===== src/rtl/sram_seq_pkg.sv =====
`default_nettype none
// +--------------------------------------------------------------------------+
// | sram_seq_pkg : shared state encoding and constants for the SRAM sequencer |
// | Rev 1.0                                                                  |
// +--------------------------------------------------------------------------+
package sram_seq_pkg;

  typedef enum logic [1:0] {
    S_SEQ_IDLE      = 2'd0,
    S_SEQ_UART_RX   = 2'd1,
    S_SEQ_STAGE_RUN = 2'd2,
    S_SEQ_STAGE_GAP = 2'd3
  } seq_state_t;

  // Truncated to the active-stage width at the point of use; all-ones there.
  localparam logic [7:0] NO_STAGE = 8'hFF;

endpackage
`default_nettype wire


===== src/rtl/sram_port_mux.sv =====
`default_nettype none
// +--------------------------------------------------------------------------+
// | sram_port_mux : zero-latency SRAM port selection by sequencer state      |
// | Rev 1.0                                                                  |
// +--------------------------------------------------------------------------+
module sram_port_mux
  import sram_seq_pkg::*;
#(
  parameter int NUM_STAGES = 2,
  parameter int ADDR_W     = 18,
  parameter int DATA_W     = 16,
  parameter int IDX_W      = $clog2(NUM_STAGES) + 1
) (
  input  seq_state_t                   state_i,
  input  logic [IDX_W-1:0]             idx_i,
  input  logic [ADDR_W-1:0]            vga_address_i,
  input  logic [ADDR_W-1:0]            uart_address_i,
  input  logic [DATA_W-1:0]            uart_write_data_i,
  input  logic                         uart_we_n_i,
  input  logic [NUM_STAGES*ADDR_W-1:0] stage_address_i,
  input  logic [NUM_STAGES*DATA_W-1:0] stage_write_data_i,
  input  logic [NUM_STAGES-1:0]        stage_we_n_i,
  output logic [ADDR_W-1:0]            sram_address_o,
  output logic [DATA_W-1:0]            sram_write_data_o,
  output logic                         sram_we_n_o
);

  logic [ADDR_W-1:0] stg_addr_w;
  logic [DATA_W-1:0] stg_data_w;
  logic              stg_we_n_w;

  // Compare-based select keeps an out-of-range index (NO_STAGE) harmless.
  always_comb begin
    stg_addr_w = '0;
    stg_data_w = '0;
    stg_we_n_w = 1'b1;
    for (int i = 0; i < NUM_STAGES; i++) begin
      if (idx_i == IDX_W'(i)) begin
        stg_addr_w = stage_address_i[i*ADDR_W +: ADDR_W];
        stg_data_w = stage_write_data_i[i*DATA_W +: DATA_W];
        stg_we_n_w = stage_we_n_i[i];
      end
    end
  end

  always_comb begin
    sram_address_o    = vga_address_i;
    sram_write_data_o = uart_write_data_i;
    sram_we_n_o       = 1'b1;
    case (state_i)
      S_SEQ_UART_RX: begin
        sram_address_o    = uart_address_i;
        sram_write_data_o = uart_write_data_i;
        sram_we_n_o       = uart_we_n_i;
      end
      S_SEQ_STAGE_RUN: begin
        sram_address_o    = stg_addr_w;
        sram_write_data_o = stg_data_w;
        sram_we_n_o       = stg_we_n_w;
      end
      S_SEQ_STAGE_GAP: begin
        sram_address_o    = stg_addr_w;
        sram_write_data_o = stg_data_w;
        sram_we_n_o       = 1'b1;
      end
      default: begin
        sram_address_o    = vga_address_i;
        sram_write_data_o = uart_write_data_i;
        sram_we_n_o       = 1'b1;
      end
    endcase
  end

endmodule
`default_nettype wire


===== src/rtl/sram_stage_sequencer.sv =====
`default_nettype none
// +--------------------------------------------------------------------------+
// | sram_stage_sequencer : SRAM owner, UART load -> decode stages -> VGA flow |
// | Optional stage watchdog via SEQ_WATCHDOG_EN.   Rev 1.0                    |
// +--------------------------------------------------------------------------+
module sram_stage_sequencer
  import sram_seq_pkg::*;
#(
  parameter int NUM_STAGES   = 2,
  parameter int ADDR_W       = 18,
  parameter int DATA_W       = 16,
  parameter int UART_TIMEOUT = 50000000,
  parameter int TMR_W        = 26
`ifdef SEQ_WATCHDOG_EN
  , parameter int WDT_CYCLES = 2**24
`endif
) (
  input  logic                          CLOCK_50_I,
  input  logic                          resetn,
  input  logic                          uart_rx_i,
  output logic                          uart_rx_initialize,
  output logic                          uart_rx_enable,
  input  logic [ADDR_W-1:0]             uart_address,
  input  logic [DATA_W-1:0]             uart_write_data,
  input  logic                          uart_we_n,
  input  logic [ADDR_W-1:0]             vga_address,
  output logic                          vga_enable,
  input  logic [NUM_STAGES-1:0]         stage_skip,
  output logic [NUM_STAGES-1:0]         stage_start,
  input  logic [NUM_STAGES-1:0]         stage_done,
  input  logic [NUM_STAGES*ADDR_W-1:0]  stage_address,
  input  logic [NUM_STAGES*DATA_W-1:0]  stage_write_data,
  input  logic [NUM_STAGES-1:0]         stage_we_n,
  output logic [ADDR_W-1:0]             sram_address,
  output logic [DATA_W-1:0]             sram_write_data,
  output logic                          sram_we_n,
  output logic [$clog2(NUM_STAGES):0]   active_stage,
  output logic                          seq_done
`ifdef SEQ_WATCHDOG_EN
  , output logic                        wdt_err
`endif
);

  localparam int                IDX_W    = $clog2(NUM_STAGES) + 1;
  localparam logic [IDX_W-1:0]  IDX_NONE = IDX_W'(NO_STAGE);
  localparam logic [TMR_W-1:0]  TMR_LAST = TMR_W'(UART_TIMEOUT - 1);
`ifdef SEQ_WATCHDOG_EN
  localparam logic [31:0]       WDT_LAST = 32'(WDT_CYCLES - 1);
`endif

  seq_state_t            state_q, state_d;
  logic [TMR_W-1:0]      timer_q, timer_d;
  logic [NUM_STAGES-1:0] start_q, start_d;
  logic [NUM_STAGES-1:0] skip_q, skip_d;
  logic [IDX_W-1:0]      active_q, active_d;
  logic                  vga_q, vga_d;
  logic                  init_q, init_d;
  logic                  en_q, en_d;
  logic                  done_q, done_d;
  logic [IDX_W-1:0]      nxt;
`ifdef SEQ_WATCHDOG_EN
  logic [31:0]           wdt_cnt_q, wdt_cnt_d;
  logic                  wdt_err_q, wdt_err_d;
`endif

  // Lowest non-skipped index, either from 0 or strictly above 'after'.
  function automatic logic [IDX_W-1:0] pick_stage(input logic [NUM_STAGES-1:0] skip,
                                                  input logic [IDX_W-1:0]      after,
                                                  input logic                  from_zero);
    logic [IDX_W-1:0] sel;
    sel = IDX_NONE;
    for (int i = NUM_STAGES - 1; i >= 0; i--) begin
      if (!skip[i] && (from_zero || (IDX_W'(i) > after)))
        sel = IDX_W'(i);
    end
    return sel;
  endfunction

  function automatic logic [NUM_STAGES-1:0] stage_onehot(input logic [IDX_W-1:0] idx);
    logic [NUM_STAGES-1:0] v;
    for (int i = 0; i < NUM_STAGES; i++)
      v[i] = (idx == IDX_W'(i));
    return v;
  endfunction

  always_ff @(posedge CLOCK_50_I or negedge resetn) begin
    if (!resetn) begin
      state_q   <= S_SEQ_IDLE;
      timer_q   <= '0;
      start_q   <= '0;
      skip_q    <= '0;
      active_q  <= IDX_NONE;
      vga_q     <= 1'b1;
      init_q    <= 1'b0;
      en_q      <= 1'b0;
      done_q    <= 1'b0;
`ifdef SEQ_WATCHDOG_EN
      wdt_cnt_q <= '0;
      wdt_err_q <= 1'b0;
`endif
    end else begin
      state_q   <= state_d;
      timer_q   <= timer_d;
      start_q   <= start_d;
      skip_q    <= skip_d;
      active_q  <= active_d;
      vga_q     <= vga_d;
      init_q    <= init_d;
      en_q      <= en_d;
      done_q    <= done_d;
`ifdef SEQ_WATCHDOG_EN
      wdt_cnt_q <= wdt_cnt_d;
      wdt_err_q <= wdt_err_d;
`endif
    end
  end

  always_comb begin
    state_d   = state_q;
    timer_d   = timer_q;
    start_d   = start_q;
    skip_d    = skip_q;
    active_d  = active_q;
    vga_d     = vga_q;
    init_d    = 1'b0;
    en_d      = 1'b0;
    done_d    = 1'b0;
    nxt       = IDX_NONE;
`ifdef SEQ_WATCHDOG_EN
    wdt_cnt_d = wdt_cnt_q;
    wdt_err_d = wdt_err_q;
`endif
    case (state_q)
      S_SEQ_IDLE: begin
        vga_d = 1'b1;
        if (!uart_rx_i) begin
          init_d  = 1'b1;
          timer_d = '0;
          vga_d   = 1'b0;
          state_d = S_SEQ_UART_RX;
        end
      end
      S_SEQ_UART_RX: begin
        en_d = init_q;
        if (!uart_we_n) begin
          timer_d = '0;
        end else if (timer_q == TMR_LAST) begin
          // The skip mask is captured once here and governs the whole run.
          skip_d = stage_skip;
          nxt    = pick_stage(stage_skip, IDX_NONE, 1'b1);
          if (nxt == IDX_NONE) begin
            done_d  = 1'b1;
            vga_d   = 1'b1;
            state_d = S_SEQ_IDLE;
          end else begin
            start_d  = stage_onehot(nxt);
            active_d = nxt;
            state_d  = S_SEQ_STAGE_RUN;
`ifdef SEQ_WATCHDOG_EN
            wdt_cnt_d = '0;
`endif
          end
        end else begin
          timer_d = timer_q + TMR_W'(1);
        end
      end
      S_SEQ_STAGE_RUN: begin
        if (|(stage_done & start_q)) begin
          start_d = '0;
          state_d = S_SEQ_STAGE_GAP;
        end
`ifdef SEQ_WATCHDOG_EN
        else if (wdt_cnt_q == WDT_LAST) begin
          start_d   = '0;
          wdt_err_d = 1'b1;
          vga_d     = 1'b1;
          active_d  = IDX_NONE;
          state_d   = S_SEQ_IDLE;
        end else begin
          wdt_cnt_d = wdt_cnt_q + 32'd1;
        end
`endif
      end
      S_SEQ_STAGE_GAP: begin
        nxt = pick_stage(skip_q, active_q, 1'b0);
        if (nxt == IDX_NONE) begin
          done_d   = 1'b1;
          vga_d    = 1'b1;
          active_d = IDX_NONE;
          state_d  = S_SEQ_IDLE;
        end else begin
          start_d  = stage_onehot(nxt);
          active_d = nxt;
          state_d  = S_SEQ_STAGE_RUN;
`ifdef SEQ_WATCHDOG_EN
          wdt_cnt_d = '0;
`endif
        end
      end
      default: state_d = S_SEQ_IDLE;
    endcase
  end

  assign uart_rx_initialize = init_q;
  assign uart_rx_enable     = en_q;
  assign vga_enable         = vga_q;
  assign stage_start        = start_q;
  assign active_stage       = active_q;
  assign seq_done           = done_q;
`ifdef SEQ_WATCHDOG_EN
  assign wdt_err            = wdt_err_q;
`endif

  sram_port_mux #(
    .NUM_STAGES (NUM_STAGES),
    .ADDR_W     (ADDR_W),
    .DATA_W     (DATA_W),
    .IDX_W      (IDX_W)
  ) u_port_mux (
    .state_i            (state_q),
    .idx_i              (active_q),
    .vga_address_i      (vga_address),
    .uart_address_i     (uart_address),
    .uart_write_data_i  (uart_write_data),
    .uart_we_n_i        (uart_we_n),
    .stage_address_i    (stage_address),
    .stage_write_data_i (stage_write_data),
    .stage_we_n_i       (stage_we_n),
    .sram_address_o     (sram_address),
    .sram_write_data_o  (sram_write_data),
    .sram_we_n_o        (sram_we_n)
  );

endmodule
`default_nettype wire


===== config.mk =====
export PLATFORM = sky130hd
export DESIGN_NAME = sram_stage_sequencer
export DESIGN_NICKNAME = d
export VERILOG_FILES = /design/src/rtl/sram_seq_pkg.sv /design/src/rtl/sram_port_mux.sv /design/src/rtl/sram_stage_sequencer.sv
export SDC_FILE = /design/constraint.sdc
export NUM_CORES = 1
export LEC_CHECK = 0
export ABC_AREA = 1
export CAP_MARGIN = 20
export CORE_MARGIN = 3
export CORE_UTILIZATION = 41
export DETAILED_ROUTE_END_ITERATION = 10
export GPL_TIMING_DRIVEN = 0
export PLACE_DENSITY = 0.79
export SLEW_MARGIN = 15
export SYNTH_ARGS = -nofsm -noshare
export SYNTH_HDL_FRONTEND = slang
export SYNTH_SLANG_ARGS = --single-unit

===== constraint.sdc =====
create_clock -name CLOCK_50_I -period 2 [get_ports CLOCK_50_I]
set_input_delay 0.4 -clock CLOCK_50_I [delete_from_list [all_inputs] [get_ports CLOCK_50_I]]
set_output_delay 0.4 -clock CLOCK_50_I [all_outputs]
set_load 0.005 [all_outputs]

# Word level (Yosys, flattened, before mapping)

Cells that the tools add are included.

Register bits: 38
Input port bits: 130
Output and inout bits: 43
Word-level logic and storage cells: 104

Add/sub/neg operators: 1
Magnitude comparators: 2
Eq/ne operators: 18
Muxes and demuxes: 53
Bitwise logic cells: 1
Reduce and logical (&&, ||, !) cells: 20

Operators by type and width:

| cell                    | count |
|---|---|
| $mux W26                | 3 |
| $pmux W26 S2            | 1 |
| $mux W16                | 3 |
| $mux W2                 | 23 |
| $mux W18                | 2 |
| $pmux W18 S2            | 1 |
| $add A26 B1 Y26 const B | 1 |
| $eq A26 B26 Y1 const B  | 1 |
| $ne A2 B2 Y1 const B    | 8 |
| $mux W1                 | 14 |
| $eq A2 B1 Y1 const B    | 4 |
| $eq A2 B2 Y1 const B    | 4 |
| $logic_not A2 Y1        | 4 |
| $pmux W2 S4             | 1 |
| $reduce_and A4 Y1       | 2 |
| $pmux W2 S3             | 1 |
| $reduce_and A3 Y1       | 2 |
| $reduce_and A6 Y1       | 1 |
| $reduce_bool A3 Y1      | 2 |
| $reduce_and A5 Y1       | 1 |
| $gt A1 B2 Y1 const A    | 2 |
| $pmux W1 S2             | 2 |
| $pmux W2 S2             | 1 |
| $reduce_bool A2 Y1      | 2 |
| 6 further kinds         | 9 |

# Longest topological paths before layout

Gate-level depths: netlist of run 1.

Word-level depth: 10
Gate-level depth with buffers: 10
Mapped depth without buffers: 10

# Hierarchy

A second synthesis of run 1 with hierarchy kept.

Cells, all modules: 551
Area, all modules: 3423.3 µm²

By module, submodules not included:

| module               | instances | cells an instance | area each (µm²) | seq. area each (µm²) |
|---|---|---|---|---|
| sram_stage_sequencer | 1         | 327               | 2374.8          | 929.6 |
| sram_port_mux        | 1         | 224               | 1048.5          | 0.0 |

# Worst setup path before layout of run 1

Ideal clock, no wire load.

Path kind: flip-flop to output port
From: reg state_q[1]
To: out sram_address[0]
Data arrival time: 1.506 ns
Required time: 1.600 ns
Path slack: 0.094 ns
Cell stages (with the launch flop): 7
Path buffers: 2
Path through: dfrtp_1 > inv_1 > ha_1 > buf_2 > buf_1 > a21oi_1 > a21oi_1

Word-level cells in the longest chain between the ends: 3
Elaborated cells on any way between the ends: 5
Those cells by class: eq/ne (3); mux (1); reduce/logical (1)

Ends and longest elaborated chain:

| what                       | line                        | RTL |
|---|---|---|
| start: declaration         | sram_stage_sequencer.sv:51  | `seq_state_t state_q, state_d;` |
| start signal: assignment   | sram_stage_sequencer.sv:102 | `state_q <= state_d;` |
| $eq A2 B2 Y1               | sram_port_mux.sv:50         | `case (state_i)` |
| $reduce_or A2 Y1 (no line) | --                          |  |
| $pmux W18 S2 (*)           | sram_port_mux.sv:50         |  |
| end: declaration           | sram_stage_sequencer.sv:34  | `output logic [ADDR_W-1:0] sram_address,` |

Mark *: on every way between the ends. The rest lies on a longest branch, timed or not.

# Worst setup path in the final report of run 1

From: reg state_q[1]
To: out sram_write_data[7]

Word-level cells in the longest chain between the ends: 3
Elaborated cells on any way between the ends: 4
Those cells by class: eq/ne (2); mux (1); reduce/logical (1)

Ends and longest elaborated chain:

| what                           | line                       | RTL |
|---|---|---|
| $eq A2 B2 Y1                   | sram_port_mux.sv:50        |  |
| $reduce_or A2 Y1 (no line) (*) | --                         |  |
| $mux W16 (*)                   | sram_port_mux.sv:50        |  |
| end: declaration               | sram_stage_sequencer.sv:35 | `output logic [DATA_W-1:0] sram_write_data,` |

Marked as above.

==> reports/metrics.yaml, run 1 <==
drt:
  via_per_inst: 5.54
  drc: 0
  firstDrtPassIters: 5
  wl_mm: 15.3
  routed-wl-met3_mm: 1.22
  ant_nets: 0
  m1WireLength_mm: 5.99
  post_drt_wl_per_cell_um: 18.2
  first_iter_violations: 388
  dr_wl_met2_mm: 7.56
  top_layer_used: "met4"
  vias: 4661
worst_setup_path:
  reg2reg_depth: 8
  cpMaxStageDelayCell: "dfrtp_2"
  cpPeakStageDelay_ps: 490
  crit_type: "reg2out"
  crit_path_start_kind: "flop"
  crit_fanout: 10
  crit_arrival_ps: 1810
  crit_required_ps: 1600
  crit_chain: "ha_4, nor2_4, inv_6, clkbuf_16, nor2_2, a31oi_1, dlygate4sd2_1"
  worst_setup_path_end_kind: "output port"
floorplanning:
  pin_count: 173
  die-area_um2: 9210
  dieHeight_um: 95.9
  core_um2: 7810
  row_count: 32
  start_util_pct: 42.5
  die_w_um: 95.9
placed_design:
  port_buffers: 172
  gp_routability_congestion: 0.918
  hpwl_mm: 10.1
final_layout:
  syn_to_final_growth_pct: 82.1
  antennaDiodeCount: 0
  fin_util_pct: 77.4
  drive_above_1_share_pct: 26.6
  layout.nets: 875
timing:
  period_needed_ps: 2210
  tightest_slew_ps: 327
  period_share_pct: 111
  worst_slack_ps: -211
  finClkSkew_ps: 9.71
  final_max_slew_viol_count: 0
  rsz0062_at_grt: "yes"
  final_hold_viol_count: 0
  tns_ps: -3900
  fmax_mhz: 452
  relSlewSlack_pct: 78.1
  setup_viol: 34
power_and_ir_drop:
  power.density_nw_per_um2: 1110
  p_total_mw: 6.70
  peakVddDrop_v: 0.000873
  leakage_nw: 2.49
cts:
  cts_tree: "done"
  cts_made_buffers: 5
  cts.sinks: 37
  clk_pin_slew_ps: 80
  cts-root-buf: "clkbuf_8"
  cts-htree-levels: 2
  clock_latency_ps: 300
  max-clock-path-buffers: 2
global_routing:
  antenna_found_initial: 0
  gr-usage-all-layers_pct: 28.3
  grt_pass1_wl_mm: 20.3
  gr-total-overflow: 0
  grt_pass1_vias: 4118
  grt_max_degree: 27
min_path:
  hold_class: "in2async"
yosys:
  ys.flop_type: "dfrtp_1"
  synthCells: 525
  async_flop_share_pct: 100
  synth_warnings: 0
  synth_nets: 661
  syn_area_um2: 3320
  avgSynthCellArea_um2: 6.32
  synth.distinct_cells: 35
  ys_seq_area_share_pct: 28.0
  ys_ff_latch: 37
  synth-edff-count: 0
outcome:
  violations: "setup timing"
  status: "complete, but fails checks"
job:
  maxCapViolCount: 0
==> what timing repair did <==
item / in CTS / in global routing
gates cloned: 2 / 7
resized for setup: 232 / 60
pin swaps: 12 / 20
hold endpoints to repair: 8 / 0
endpoints found under the setup margin: 35 / 62
buffers inserted: 17 / 8
hold buffers: 1 / 0
==> cells in the final DEF, fill, tap and decap left out, types with 4 or more instances in the layout <==
cell,synthesis,layout
a22o_1,18,18
xnor2_1,4,4
clkbuf_8,0,12
a31oi_1,16,13
buf_6,4,14
nor2_1,76,57
dfrtp_1,34,32
inv_4,0,4
nor2_4,3,10
nand2_2,3,6
xor2_1,7,7
o21ai_0,7,7
inv_1,38,34
o21ai_1,7,7
nand3_1,18,17
a21oi_2,0,18
nand2_1,181,176
clkdlybuf4s50_1,0,136
a21oi_1,38,18
buf_8,0,6
nand4_1,7,7
ha_4,0,4
buf_2,3,31
o21ai_2,17,17
clkbuf_16,0,8
buf_4,0,18
nor2_2,4,16
==> metrics by stage <==
| stage | setup slack [ps] | std cells | hold slack [ps] | area (um^2) |
|---|---|---|---|---|
| after floorplan | 93.6 | 525 | 104 | 3320 |
| after global placement | -678 | 799 | 443 | 5170 |
| after detailed placement | -734 | 800 | 300 | 5180 |
| after CTS | -178 | 828 | 483 | 5680 |
| after global routing | -257 | 842 | 524 | 6040 |
| final | -211 | 842 | 515 | 6040 |
==> synth_stat cells, types with 4 or more instances <==
master,number,area share (%)
nor2_2,4,0.75
nand3_1,18,2.7
inv_2,4,0.45
a22o_1,18,4.8
a21oi_1,38,5.7
nand4_1,7,1.3
o21ai_2,17,4.5
inv_1,38,4.3
dfrtp_1,34,26
clkbuf_1,12,1.4
xor2_1,7,1.8
nor2_1,76,8.6
ha_1,6,2.3
xnor2_1,4,1.1
buf_6,4,1.4
a31oi_1,16,3.0
o21ai_1,7,1.1
nand2_1,181,20
o21ai_0,7,1.1
==> logic make-up (layout without fill, tap and decap cells) <==
group                      after synthesis  in the layout  synth area share (%)
adders and majority gates                6              6                  2.26
and+or+nand+nor                        300            300                  37.5
xor gates and xnor gates                11             11                  2.90
DFF                                     37             37                  28.0
buffers and inverters                   64            279                  8.26
AOI/OAI and AO/OA                      107            107                  21.0
==> path summary, 6_finish.rpt <==
kind | startpoint | to | slack, ps
setup / recovery | state_q[1] | sram_write_data[7] | -210
hold / removal | resetn | timer_q[0] | 520
setup reg to reg | state_q[1] | timer_q[11] | 150
hold reg to reg | vga_enable | vga_enable | 520
max in group asynchronous | resetn | state_q[0] | 1030
min in group CLOCK_50_I | vga_enable | vga_enable | 520
==> sequential cells by signal, indices dropped and copies added (netlist names) <==
signal and cells:
stage_start 2, state_q 2, active_stage 2, skip_q 1, uart_rx_enable 1, uart_rx_initialize 1
timer_q 26, vga_enable 1, seq_done 1
==> report_power, final <==
part	switching (mW)	total, mW	internal [mW]	leakage [nW]
Sequential	0.0993	0.960	0.861	0.491
Combinational	2.54	5.05	2.51	1.94
Clock	0.291	0.696	0.406	0.0574
Total	2.93	6.70	3.77	2.49
==> worst max-delay path: cells and delay by family (launching register included) <==
family          cells  cell delay [ps]
buf+inv             3              510
flops               1              490
simple gates        2              250
fa+ha+maj           1              200
compound gates      1               40
==> layer usage <==
layer	up-vias	track usage, %
met1	2205	36.4
met2	260	46.5
met3	49	6.72
met4	0	9.72
met5	-	0
li1	2147	-
==> area by class of cell <==
cell class / count / area, um^2
Fill cell: 546 / 1770
Timing Repair Buffer: 207 / 1960
Clock inverter: 2 / 37.5
Timing Repair inverter: 1 / 6.26
Inverter: 44 / 200
Multi-Input combinational cell: 424 / 2400
Buffer: 19 / 293
Clock buffer: 6 / 82.6
Tap cell: 102 / 128
Sequential cell: 37 / 932
Power figures use the tool's default switching activity.
==> run 2, diff against run 1 <==
--- a/config.mk
+++ b/config.mk
@@ -7,11 +7,13 @@
 export LEC_CHECK = 0
 export ABC_AREA = 1
 export CAP_MARGIN = 20
+export CELL_PAD_IN_SITES_DETAIL_PLACEMENT = 1
+export CELL_PAD_IN_SITES_GLOBAL_PLACEMENT = 1
 export CORE_MARGIN = 3
-export CORE_UTILIZATION = 41
+export CORE_UTILIZATION = 26
 export DETAILED_ROUTE_END_ITERATION = 10
 export GPL_TIMING_DRIVEN = 0
-export PLACE_DENSITY = 0.79
+export PLACE_DENSITY = 0.77
 export SLEW_MARGIN = 15
 export SYNTH_ARGS = -nofsm -noshare
 export SYNTH_HDL_FRONTEND = slang
==> run 2 against run 1 <==
  * The flow still finishes with violations (setup timing)
  * Wire length rose by 24%
  * Clock power is 30% higher
  * Largest power group unchanged
  * Worst setup slack worse by 51 ps
  * Critical path depth grew 2
  * Sequential cell count stayed put
  * Count of clock-buffer cells in the layout unchanged
  * Global-route usage decreased by 3.8 points
  * Utilization fell by 24 points
  * Register-to-register slack worse by 100 ps
  * Non-clock buffer count up 11
==> reports/metrics.yaml, run 2 (synthesized netlist as in run 1, its figures left out) <==
final_layout:
  layout_common_cells: "nand2_1, clkdlybuf4s50_1, nor2_1, buf_2, inv_1"
  layout.nets: 885
  final_common_cell: "nand2_1"
  final_cells: 918
  antennaDiodeCount: 0
  drive_above_1_share_pct: 29.9
  syn_to_final_growth_pct: 95.9
  regArea_um2: 932
  multi_input_comb_area_um2: 2580
  fin_util_pct: 53.0
  fill_cells: 1483
  largest_register: "timer_q"
  largest_reg_flops: 26
min_path:
  min_from: "uart_rx_initialize"
  whs_endpoint: "uart_rx_enable"
  worst_hold_path.num_cells: 2
  hold_class: "reg2reg"
power_and_ir_drop:
  leakage_nw: 2.63
  intPower_mw: 4.23
  peakVddDrop_v: 0.000588
  combPwrFrac_pct: 75.2
  power.density_nw_per_um2: 1170
  clockPowerShare_pct: 12.0
  p_sw_share_pct: 44.1
  sequentialPowerShare_pct: 12.8
  switchingPower_mw: 3.34
cts:
  clock_latency_ps: 290
  cts-root-buf: "clkbuf_16"
  cts.sinks: 37
  cts-htree-levels: 2
  cts_tree: "done"
  max-clock-path-buffers: 2
  clk_pin_slew_ps: 60
  cts_made_buffers: 5
floorplanning:
  dieHeight_um: 119
  start_util_pct: 27.1
  core_um2: 12300
  row_count: 40
  die-area_um2: 14100
  pin_count: 173
  die_w_um: 119
placed_design:
  hpwl_mm: 12.2
  place_ws_ps: -858
  port_buffers: 172
  gp_routability_congestion: 0.859
  placed_cells: 866
global_routing:
  gr-usage-all-layers_pct: 24.5
  grt_max_degree: 30
  antenna_found_initial: 0
  gr-total-overflow: 0
  grt_pass1_vias: 4926
  grt_pass1_wl_mm: 28.0
worst_setup_path:
  crit_fanout: 5
  crit_required_ps: 1600
  reg2reg_depth: 10
  crit_path_start_kind: "flop"
  ff2ff_setup_slack_ps: 50
  r2r_start: "active_stage[0]"
  crit_type: "reg2out"
  crit_arrival_ps: 1860
  worstReg2RegEnd: "stage_start[1]"
  worst_setup_path_end_kind: "output port"
outcome:
  status: "complete, but fails checks"
  violations: "setup timing"
drt:
  first_iter_violations: 268
  dr_wl_met2_mm: 9.91
  top_layer_used: "met4"
  m1WireLength_mm: 7.98
  firstDrtPassIters: 4
  routed-wl-met3_um: 634
  via_per_inst: 5.04
  vias: 4625
  post_drt_wl_per_cell_um: 20.7
  ant_nets: 0
  drc: 0
  wl_mm: 19.0
job:
  maxCapViolCount: 0
timing:
  final_max_slew_viol_count: 0
  tns_ps: -5950
  rsz0062_at_grt: "yes"
  period_needed_ps: 2260
  holdWs_ps: 498
  tightest_slew_ps: 470
  period_share_pct: 113
  relSlewSlack_pct: 68.3
  fmax_mhz: 442
  finClkSkew_ps: 9.05
  worst_slack_ps: -261
  final_hold_viol_count: 0
  setup_viol: 34
[run 2: layout make-up]
type                       count  area share (%)
timing repair buffer         217            31.7
buffer                        20            5.43
multi-input combinational    424            39.7
clock inverter                 2           0.539
clock buffer                   6            1.98
tap                          168            3.24
sequential                    37            14.3
inverter                      44            3.08
[run 2: routing by layer]
layer	GRT usage, %	vias up
met5	0	-
met4	6.52	0
met3	2.99	32
met2	44.1	147
met1	31.0	2281
li1	-	2165
[run 2: power by group through the flow]
| stage | Sequential (mW) | Combinational, mW | Clock [mW] |
|---|---|---|---|
| 5_1_grt | 0.983 | 6.03 | 0.962 |
| 3_3_place_gp | 0.941 | 3.58 | 0 |
| 3_5_place_dp | 0.944 | 3.64 | 0 |
| 2_1_floorplan | 0.934 | 1.80 | 0 |
| 6_report | 0.971 | 5.69 | 0.908 |
| 4_1_cts | 0.950 | 4.96 | 0.920 |
[run 2: worst max path at each step]
stage / from / endpoint / cells after the start
CTS: state_q[1] / sram_write_data[8] / 7
global route: state_q[0] / sram_write_data[3] / 9
finish: state_q[0] / sram_write_data[3] / 9
detailed placement: state_q[1] / sram_address[0] / 7
floorplan: state_q[1] / sram_address[0] / 6
global placement: state_q[1] / sram_address[0] / 7
[run 2: critical path, cell delays in order (launching register included)]
cell and delay, ps:
dfrtp_2 470, inv_4 110, ha_4 160, nor2_4 50
inv_6 90, buf_12 140, clkbuf_16 160, nor2_4 30
a31oi_2 190, buf_2 170
[run 2: metrics by stage]
| step | area, um^2 | power, mW |
|---|---|---|
| 5_1_grt | 6500 | 7.98 |
| 3_3_place_gp | 5250 | 4.52 |
| 2_1_floorplan | 3320 | 2.74 |
| 3_5_place_dp | 5260 | 4.59 |
| 4_1_cts | 6220 | 6.83 |
| 6_report | 6500 | 7.57 |
[run 2: repair_timing]
item                       4_1_cts  5_1_grt
gates resized for setup        280       51
cloned                           7        1
hold endpoints to repair         8        0
pin swaps                       24       11
hold buffers                     1        0
setup endpoints to repair       35       60
buffers inserted                27        9
==> run 3, diff against run 2 <==
--- a/config.mk
+++ b/config.mk
@@ -13,7 +13,7 @@
 export CORE_UTILIZATION = 26
 export DETAILED_ROUTE_END_ITERATION = 10
 export GPL_TIMING_DRIVEN = 0
-export PLACE_DENSITY = 0.77
+export PLACE_DENSITY = 0.79
 export SLEW_MARGIN = 15
 export SYNTH_ARGS = -nofsm -noshare
 export SYNTH_HDL_FRONTEND = slang
==> run 3 against run 2 <==
  * Clock power fell by 5.9%
  * Count of clock-buffer cells in the layout rose by 1
  * Global-route usage fell by 0.94 points
  * Non-clock buffer count fell by 5
  * Largest power group unchanged
  * Clock skew fell by 4.2 ps
  * Sequential cell count did not move
  * Critical endpoint is now sram_write_data[8]
  * Wire length fell by 8.4%
  * Sequential power fell by 1%
  * Register-to-register slack improved by 70 ps
  * Fmax rose by 1.3%
  * The flow still finishes with violations (setup timing)
  * Worst setup slack improved by 28 ps
==> reports/metrics.yaml, run 3 (synthesized netlist as in run 1, its figures left out) <==
drt:
  drc: 0
  firstDrtPassIters: 4
  via_per_inst: 4.94
  first_iter_violations: 155
  vias: 4513
  ant_nets: 0
  wl_mm: 17.4
  post_drt_wl_per_cell_um: 19.0
final_layout:
  largest_reg_flops: 26
  layout_common_cells: "nand2_1, clkdlybuf4s50_1, nor2_1, inv_1, dfrtp_1"
  multi_input_comb_area_um2: 2350
  fill_cells: 1536
  final_cells: 913
  syn_to_final_growth_pct: 83.0
  largest_register: "timer_q"
  final_common_cell: "nand2_1"
  drive_above_1_share_pct: 25.5
  regArea_um2: 932
  antennaDiodeCount: 0
  layout.nets: 880
timing:
  setup_viol: 34
  period_share_pct: 112
  relSlewSlack_pct: 72.3
  fmax_mhz: 448
  tightest_slew_ps: 412
  rsz0062_at_grt: "yes"
  period_needed_ps: 2230
  final_max_slew_viol_count: 0
  final_hold_viol_count: 0
  worst_slack_ps: -233
  finClkSkew_ps: 4.87
placed_design:
  placed_cells: 866
  port_buffers: 172
  place_ws_ps: -827
  gp_routability_congestion: 0.865
  hpwl_mm: 12.3
global_routing:
  gr-total-overflow: 0
  gr-usage-all-layers_pct: 23.6
  antenna_found_initial: 0
  grt_max_degree: 27
  grt_pass1_wl_mm: 26.8
  grt_pass1_vias: 4882
power_and_ir_drop:
  clockPowerShare_pct: 12.8
  switchingPower_mw: 2.93
  p_sw_share_pct: 44.0
  peakVddDrop_v: 0.000586
  power.density_nw_per_um2: 1100
  sequentialPowerShare_pct: 14.4
  combPwrFrac_pct: 72.8
  intPower_mw: 3.74
  leakage_nw: 2.51
floorplanning:
  pin_count: 173
  dieHeight_um: 119
  die-area_um2: 14100
  core_um2: 12300
  die_w_um: 119
  start_util_pct: 27.1
  row_count: 40
cts:
  cts_made_buffers: 5
  cts_hold_buf: 0
  cts_tree: "done"
  cts-htree-levels: 2
  cts.sinks: 37
  max-clock-path-buffers: 2
  clk_pin_slew_ps: 60
  clock_latency_ps: 280
  cts-root-buf: "clkbuf_16"
worst_setup_path:
  crit_arrival_ps: 1830
  cpMaxStageDelayCell: "dfrtp_2"
  worst_setup_path_end_kind: "output port"
  crit_chain: "inv_4, ha_4, nor2_4, inv_4, clkbuf_8, buf_6, buf_6, nor2_2, a31oi_1, buf_2"
  crit_path_start_kind: "flop"
  crit_type: "reg2out"
  cpPeakStageDelay_ps: 450
  reg2reg_depth: 9
  crit_fanout: 6
  crit_required_ps: 1600
min_path:
  hold_class: "in2async"
outcome:
  status: "complete, but fails checks"
  violations: "setup timing"
job:
  maxCapViolCount: 0
-- run 3: changes by cell type in the layout (fill, tap and decap cells not counted), moves of 6 or more --
cell,before,now
nor2_1,52,69
a21oi_1,15,25
clkbuf_8,6,13
a31oi_1,7,13
clkbuf_16,15,7
nor2_2,14,8
nor2_4,17,6
-- run 3: stage by stage --
stage	hold slack, ps	setup TNS (ps)	cell area (um^2)	total power, mW	util (%)
2_1_floorplan	104	0	3320	2.74	-
3_3_place_gp	445	-37150	5250	4.49	42.8
3_5_place_dp	308	-23950	5260	4.59	42.9
4_1_cts	6.14	-3700	5950	6.33	48.6
5_1_grt	21.7	-7300	6070	7.08	49.5
6_report	3.83	-5070	6070	6.67	49.5
-- run 3: critical path: cells and delay by family (launching register included) --
| family | cells | cell delay, ps |
|---|---|---|
| compound gates | 1 | 170 |
| flops | 1 | 450 |
| fa+ha+maj | 1 | 160 |
| buf+inv | 6 | 690 |
| simple gates | 2 | 70 |
-- run 3: cell type report --
type                       count  share of cell area (%)
buffer                        20                    4.62
sequential                    37                    15.4
multi-input combinational    424                    38.7
clock inverter                 1                  0.0824
timing repair buffer         212                    32.0
tap                          168                    3.46
clock buffer                   7                    2.51
inverter                      44                    3.17
-- run 3: timing repair --
| item | CTS | global route |
|---|---|---|
| pin swaps | 26 | 7 |
| gates resized for setup | 241 | 24 |
| cloned | 5 | 0 |
| buffers inserted | 31 | 4 |
| setup endpoints to repair | 35 | 62 |
-- run 3: power by group through the flow --
stage	clock network, mW	logic (mW)	registers, mW
floorplan	0	1.80	0.934
global placement	0	3.56	0.936
detailed placement	0	3.65	0.944
CTS	0.860	4.52	0.949
global route	0.896	5.21	0.971
finish	0.854	4.85	0.961
-- run 3: final timing paths --
| path | start | to | slack, ps |
|---|---|---|---|
| min in group CLOCK_50_I | uart_rx_initialize | uart_rx_enable | 470 |
| setup / recovery | state_q[0] | sram_write_data[8] | -230 |
| hold / removal | resetn | timer_q[0] | 4 |
| max in group asynchronous | resetn | state_q[0] | 1520 |
| hold reg to reg | uart_rx_initialize | uart_rx_enable | 470 |
| setup reg to reg | timer_q[0] | timer_q[12] | 120 |
-- run 3: layer usage --
layer	vias up	track usage (%)	wire (um)
met5	-	0	0
met2	119	40.9	8860
met3	33	2.80	628
met4	0	7.75	525
met1	2212	30.5	7370
li1	2149	-	-
